File: config.mk
export PLATFORM = sky130hd
export DESIGN_NAME = one_bit_predictor_flat
export DESIGN_NICKNAME = d
export VERILOG_FILES = /design/src/rtl/one_bit_predictor_if.sv /design/src/rtl/one_bit_predictor.sv /design/src/flat_wrapper.sv
export SDC_FILE = /design/constraint.sdc
export NUM_CORES = 1
export LEC_CHECK = 0
export CAP_MARGIN = 20
export CELL_PAD_IN_SITES_DETAIL_PLACEMENT = 0
export CELL_PAD_IN_SITES_GLOBAL_PLACEMENT = 2
export CORE_AREA = 2 2 58 60
export CTS_CLUSTER_DIAMETER = 40
export DETAILED_ROUTE_END_ITERATION = 10
export DIE_AREA = 0 0 60 62
export DONT_BUFFER_PORTS = 1
export PLACE_DENSITY_LB_ADDON = 0.05
export SYNTH_ARGS = -nofsm -noshare
export SYNTH_HDL_FRONTEND = slang
export SYNTH_HIERARCHICAL = 1
export SYNTH_SLANG_ARGS = --single-unit
File: constraint.sdc
create_clock -name clk -period 3.67 [get_ports clk]
set_input_delay 0.5505 -clock clk [delete_from_list [all_inputs] [get_ports clk]]
set_output_delay 0.5505 -clock clk [all_outputs]
set_load 0.1 [all_outputs]
File: src/rtl/one_bit_predictor_if.sv
// Fetch/resolve side bundle for the 1-bit branch predictor.
// The master drives lookup/training, and the slave returns the prediction and statistics.
interface one_bit_predictor_if #(
  parameter int ADDR_W = 3,
  parameter int CNT_W  = 8
);
  logic [ADDR_W-1:0] addr;
  logic              outcome;
  logic              update;
  logic              pred;
  logic              miss;
  logic [CNT_W-1:0]  branch_count;
  logic [CNT_W-1:0]  miss_count;

  modport master (
    output addr, outcome, update,
    input  pred, miss, branch_count, miss_count
  );

  modport slave (
    input  addr, outcome, update,
    output pred, miss, branch_count, miss_count
  );
endinterface

File: src/rtl/one_bit_predictor.sv
// 1-bit branch direction predictor: a table of last-outcome bits with a combinational lookup,
// a registered mispredict flag and saturating update/miss statistics.

module one_bit_predictor_entry #(
  parameter logic INIT_PRED = 1'b0
) (
  input  logic clk,
  input  logic init,
  input  logic we,
  input  logic d,
  output logic q
);
  always_ff @(posedge clk or posedge init) begin
    if (init)    q <= INIT_PRED;
    else if (we) q <= d;
  end
endmodule

module one_bit_predictor #(
  parameter int   ADDR_W    = 3,
  parameter int   CNT_W     = 8,
  parameter logic INIT_PRED = 1'b0
) (
  input  logic                 clk,
  input  logic                 init,
  one_bit_predictor_if.slave   bus
);
  localparam int DEPTH = 1 << ADDR_W;

  logic [DEPTH-1:0] tbl;
  logic [DEPTH-1:0] we;
  logic             cur;
  logic             mispred;
  logic             miss_q;
  logic [CNT_W-1:0] bcnt_q;
  logic [CNT_W-1:0] mcnt_q;

  // Exactly one entry is write-enabled per update, so the other entries never move.
  always_comb begin
    we = '0;
    for (int i = 0; i < DEPTH; i++)
      we[i] = bus.update && (bus.addr == ADDR_W'(i));
  end

  for (genvar gi = 0; gi < DEPTH; gi++) begin : g_entry
    one_bit_predictor_entry #(.INIT_PRED(INIT_PRED)) u_entry (
      .clk  (clk),
      .init (init),
      .we   (we[gi]),
      .d    (bus.outcome),
      .q    (tbl[gi])
    );
  end

  assign cur     = tbl[bus.addr];
  assign mispred = cur != bus.outcome;

  always_ff @(posedge clk or posedge init) begin
    if (init) begin
      miss_q <= 1'b0;
      bcnt_q <= '0;
      mcnt_q <= '0;
    end else begin
      miss_q <= bus.update && mispred;
      if (bus.update && (bcnt_q != '1))
        bcnt_q <= bcnt_q + 1'b1;
      if (bus.update && mispred && (mcnt_q != '1))
        mcnt_q <= mcnt_q + 1'b1;
    end
  end

  assign bus.pred         = cur;
  assign bus.miss         = miss_q;
  assign bus.branch_count = bcnt_q;
  assign bus.miss_count   = mcnt_q;
endmodule

File: src/flat_wrapper.sv
// flat-port wrapper written by rule: the top's interface ports become plain ports
module one_bit_predictor_flat 
#(
  parameter int   ADDR_W    = 3,
  parameter int   CNT_W     = 8,
  parameter logic INIT_PRED = 1'b0
)
  (clk, init, bus_addr, bus_outcome, bus_update, bus_pred, bus_miss, bus_branch_count, bus_miss_count);
  one_bit_predictor_if #(.ADDR_W(ADDR_W), .CNT_W(CNT_W)) bus_i ();
  input  logic clk;
  input  logic init;
  input wire logic [$bits(bus_i.addr)-1:0] bus_addr;
  input wire logic [$bits(bus_i.outcome)-1:0] bus_outcome;
  input wire logic [$bits(bus_i.update)-1:0] bus_update;
  output wire logic [$bits(bus_i.pred)-1:0] bus_pred;
  output wire logic [$bits(bus_i.miss)-1:0] bus_miss;
  output wire logic [$bits(bus_i.branch_count)-1:0] bus_branch_count;
  output wire logic [$bits(bus_i.miss_count)-1:0] bus_miss_count;
  assign bus_i.addr = bus_addr;
  assign bus_i.outcome = bus_outcome;
  assign bus_i.update = bus_update;
  assign bus_pred = bus_i.pred;
  assign bus_miss = bus_i.miss;
  assign bus_branch_count = bus_i.branch_count;
  assign bus_miss_count = bus_i.miss_count;
  one_bit_predictor #(.ADDR_W(ADDR_W), .CNT_W(CNT_W), .INIT_PRED(INIT_PRED)) u_core (.clk(clk), .init(init), .bus(bus_i));
endmodule
==> results.toml <==
[logic_synthesis]
syn_avg_cell_area_um2 = 12.2
async_flop_share_pct = 100
synthTopCellsByArea = "dfrtp_1, mux2_4, xnor2_1"
syn_nets = 114
synthFlopType = "dfrtp_1"
synth_edf_count = 0
syn-cell-area_mm2 = 0.00128
ys_seq_area_share_pct = 48.7
syn_inst = 105
ys_ff_latch = 25
yosysTopAreaCell = "dfrtp_1"
yosysTopAreaCellShare_pct = 48.7
synth_cell_types = 23
ys_warn_count = 6

[placement]
dp_hpwl_mm = 1.72
dpl_cell_area_mm2 = 0.00138
place.gp.congestion = 0.677
io_buffers = 0
place_worst_setup_slack_ns = 1.15
dp.cells = 156

[finish]
layout-drive-gt1-share_pct = 20.0
num-nets-final = 125
num-fill-cells = 314
final_common_cell = "dfrtp_1"
design_area_mm2 = 0.00142
fin_cells = 161
areaGrowthSynthToFinish_pct = 10.8
mostFrequentLayoutCells = "dfrtp_1, inv_1, xnor2_1, mux2_4, nand4_1"
diodes = 0

[cts]
clkTransAtPathRegs_ns = 0.14
ctsHoldBuffers = 1
cts_max_level = 1
cts_resized = 0
clock_sinks = 25
cts_root_buf = "clkbuf_4"
clk_latency_ns = 0.31
cts_setup_buffers = 0
cts_tree = "done"
clk_path_buf_depth = 2
cts_buffers = 3

[floorplan]
fp-row-count = 21
core_mm2 = 0.00318
die-area_mm2 = 0.00372
io_pins = 25
chipHeight_um = 62
initial_core_util_pct = 40.4
fp.dieW_um = 60

[sta]
tightest_slew_ns = 1.02
fin_ws_ns = 1.13
skew_ns = 0.00561
setup_viol = 0
fmax_ghz = 0.394
relSlewSlack_pct = 32.3
rsz0062_at_grt = "no"
finalMaxSlewViolations = 0
setup_tns_ns = 0
fin_crit_ns = 2.54
hold_viol_final = 0
period_share_pct = 69.1

[worst_setup_path]
crit_path_start_kind = "flip-flop"
crit_arrival_ns = 2.72
crit_type = "reg2reg"
critPathCaptureType = "flip-flop"
cpPeakStageDelay_ns = 0.78
cp_num_buf_inv = 0
crit_chain = "ha_1, and3_1, a31oi_1, and4_1, nand3_1, xnor2_1"
startpoint = "u_core/bus.branch_count[1]$_DFFE_PP0P_"
cp_top_family = "flip-flops"
worstPathMaxFanout = 6
required_ns = 3.85
slowest_stage = "dfrtp_1"
r2r-start = "u_core/bus.branch_count[1]$_DFFE_PP0P_"

[grt]
grt-ovfl-total = 0
antenna_found_initial = 0
grt_max_degree = 18
grt_pass1_vias = 817
grt_pass1_wl_mm = 3.89
grt_usage_pct = 14.2

[hold_path]
worstHoldPathType = "in2async"

[detailed_routing]
wl_mm = 2.35
drt_iter0_drc = 42
viasPerCell = 4.95
wl_per_cell_um = 14.6
via_count = 797
first_pass_iters = 4
postRouteAntennaNets = 0
post-route-drc-count = 0

[run_status]
status = "completed"

[flow_run]
cap_violations = 0
[cell usage after synthesis, drive strengths merged (2+ instances only)]
| library cell | count |
|---|---|
| mux2 | 12 |
| xor2 | 3 |
| xnor2 | 10 |
| nand2 | 4 |
| and2 | 2 |
| nand3 | 5 |
| nand2b | 4 |
| dfrtp | 25 |
| nand4 | 7 |
| nor3 | 2 |
| nor2 | 6 |
| mux4 | 2 |
| inv | 10 |
| a31oi | 3 |
| and3 | 4 |
| ha | 2 |
| and4 | 2 |
[layout make-up]
type	instances	area [um^2]	share of cell area [%]
inverter	10	37.5	2.64
clock inverter	1	7.51	0.527
multi-input combinational	69	618	43.4
clock buffer	3	22.5	1.58
tap	46	57.6	4.04
sequential	25	626	43.9
timing repair buffer	7	55.1	3.87
[worst paths after layout]
check | to | slack (ns) | depth (start not counted)
setup / recovery | u_core/bus.branch_count[7]$_DFFE_PP0P_ | 1.13 | 6
hold / removal | u_core/bus.branch_count[0]$_DFFE_PP0P_ | 0.19 | 1
setup reg to reg | u_core/bus.branch_count[7]$_DFFE_PP0P_ | 1.13 | 6
hold reg to reg | u_core/g_entry[0].u_entry/q$_DFFE_PP0P_ | 0.53 | 1
max in group asynchronous | u_core/g_entry[4].u_entry/q$_DFFE_PP0P_ | 2.92 | 2
min in group clk | u_core/g_entry[3].u_entry/q$_DFFE_PP0P_ | 0.37 | 1
[registers in the layout, summed over array words and instances, names as in the netlist]
name	cells
u_core/bus.miss	1
u_core/bus.miss_count	8
u_core/g_entry.u_entry/q	8
u_core/bus.branch_count	8
[layer usage]
metal / track usage [%] / routed length, um / vias up
li1: - / - / 387
met1: 19.0 / 1130 / 388
met2: 21.6 / 1060 / 20
met3: 4.55 / 147 / 2
met4: 4.76 / 17 / 0
met5: 0 / 0 / -
[kinds of logic (layout without fill, tap and decap cells)]
group	after synthesis	count (layout)	share of synthesized area, %
and+or+nand+nor	36	36	15.9
DFF	25	25	48.7
muxes	14	14	17.2
xor gates and xnor gates	13	13	10.3
buffers and inverters	11	21	3.21
AOI/OAI and AO/OA	4	4	2.73
adders and majority gates	2	2	1.95
[per-stage QoR]
| stage | hold WS (ns) | util, % |
|---|---|---|
| after global routing | 0.216 | 44.8 |
| after global placement | 0.281 | 43.5 |
| after detailed placement | 0.282 | 43.5 |
| final | 0.192 | 44.8 |
| after floorplan | 0.279 | - |
| after CTS | 0.210 | 44.8 |
Power is left out: the tool's default activity adds up to more than one toggle a clock period on the data nets, which glitch-free logic cannot reach.
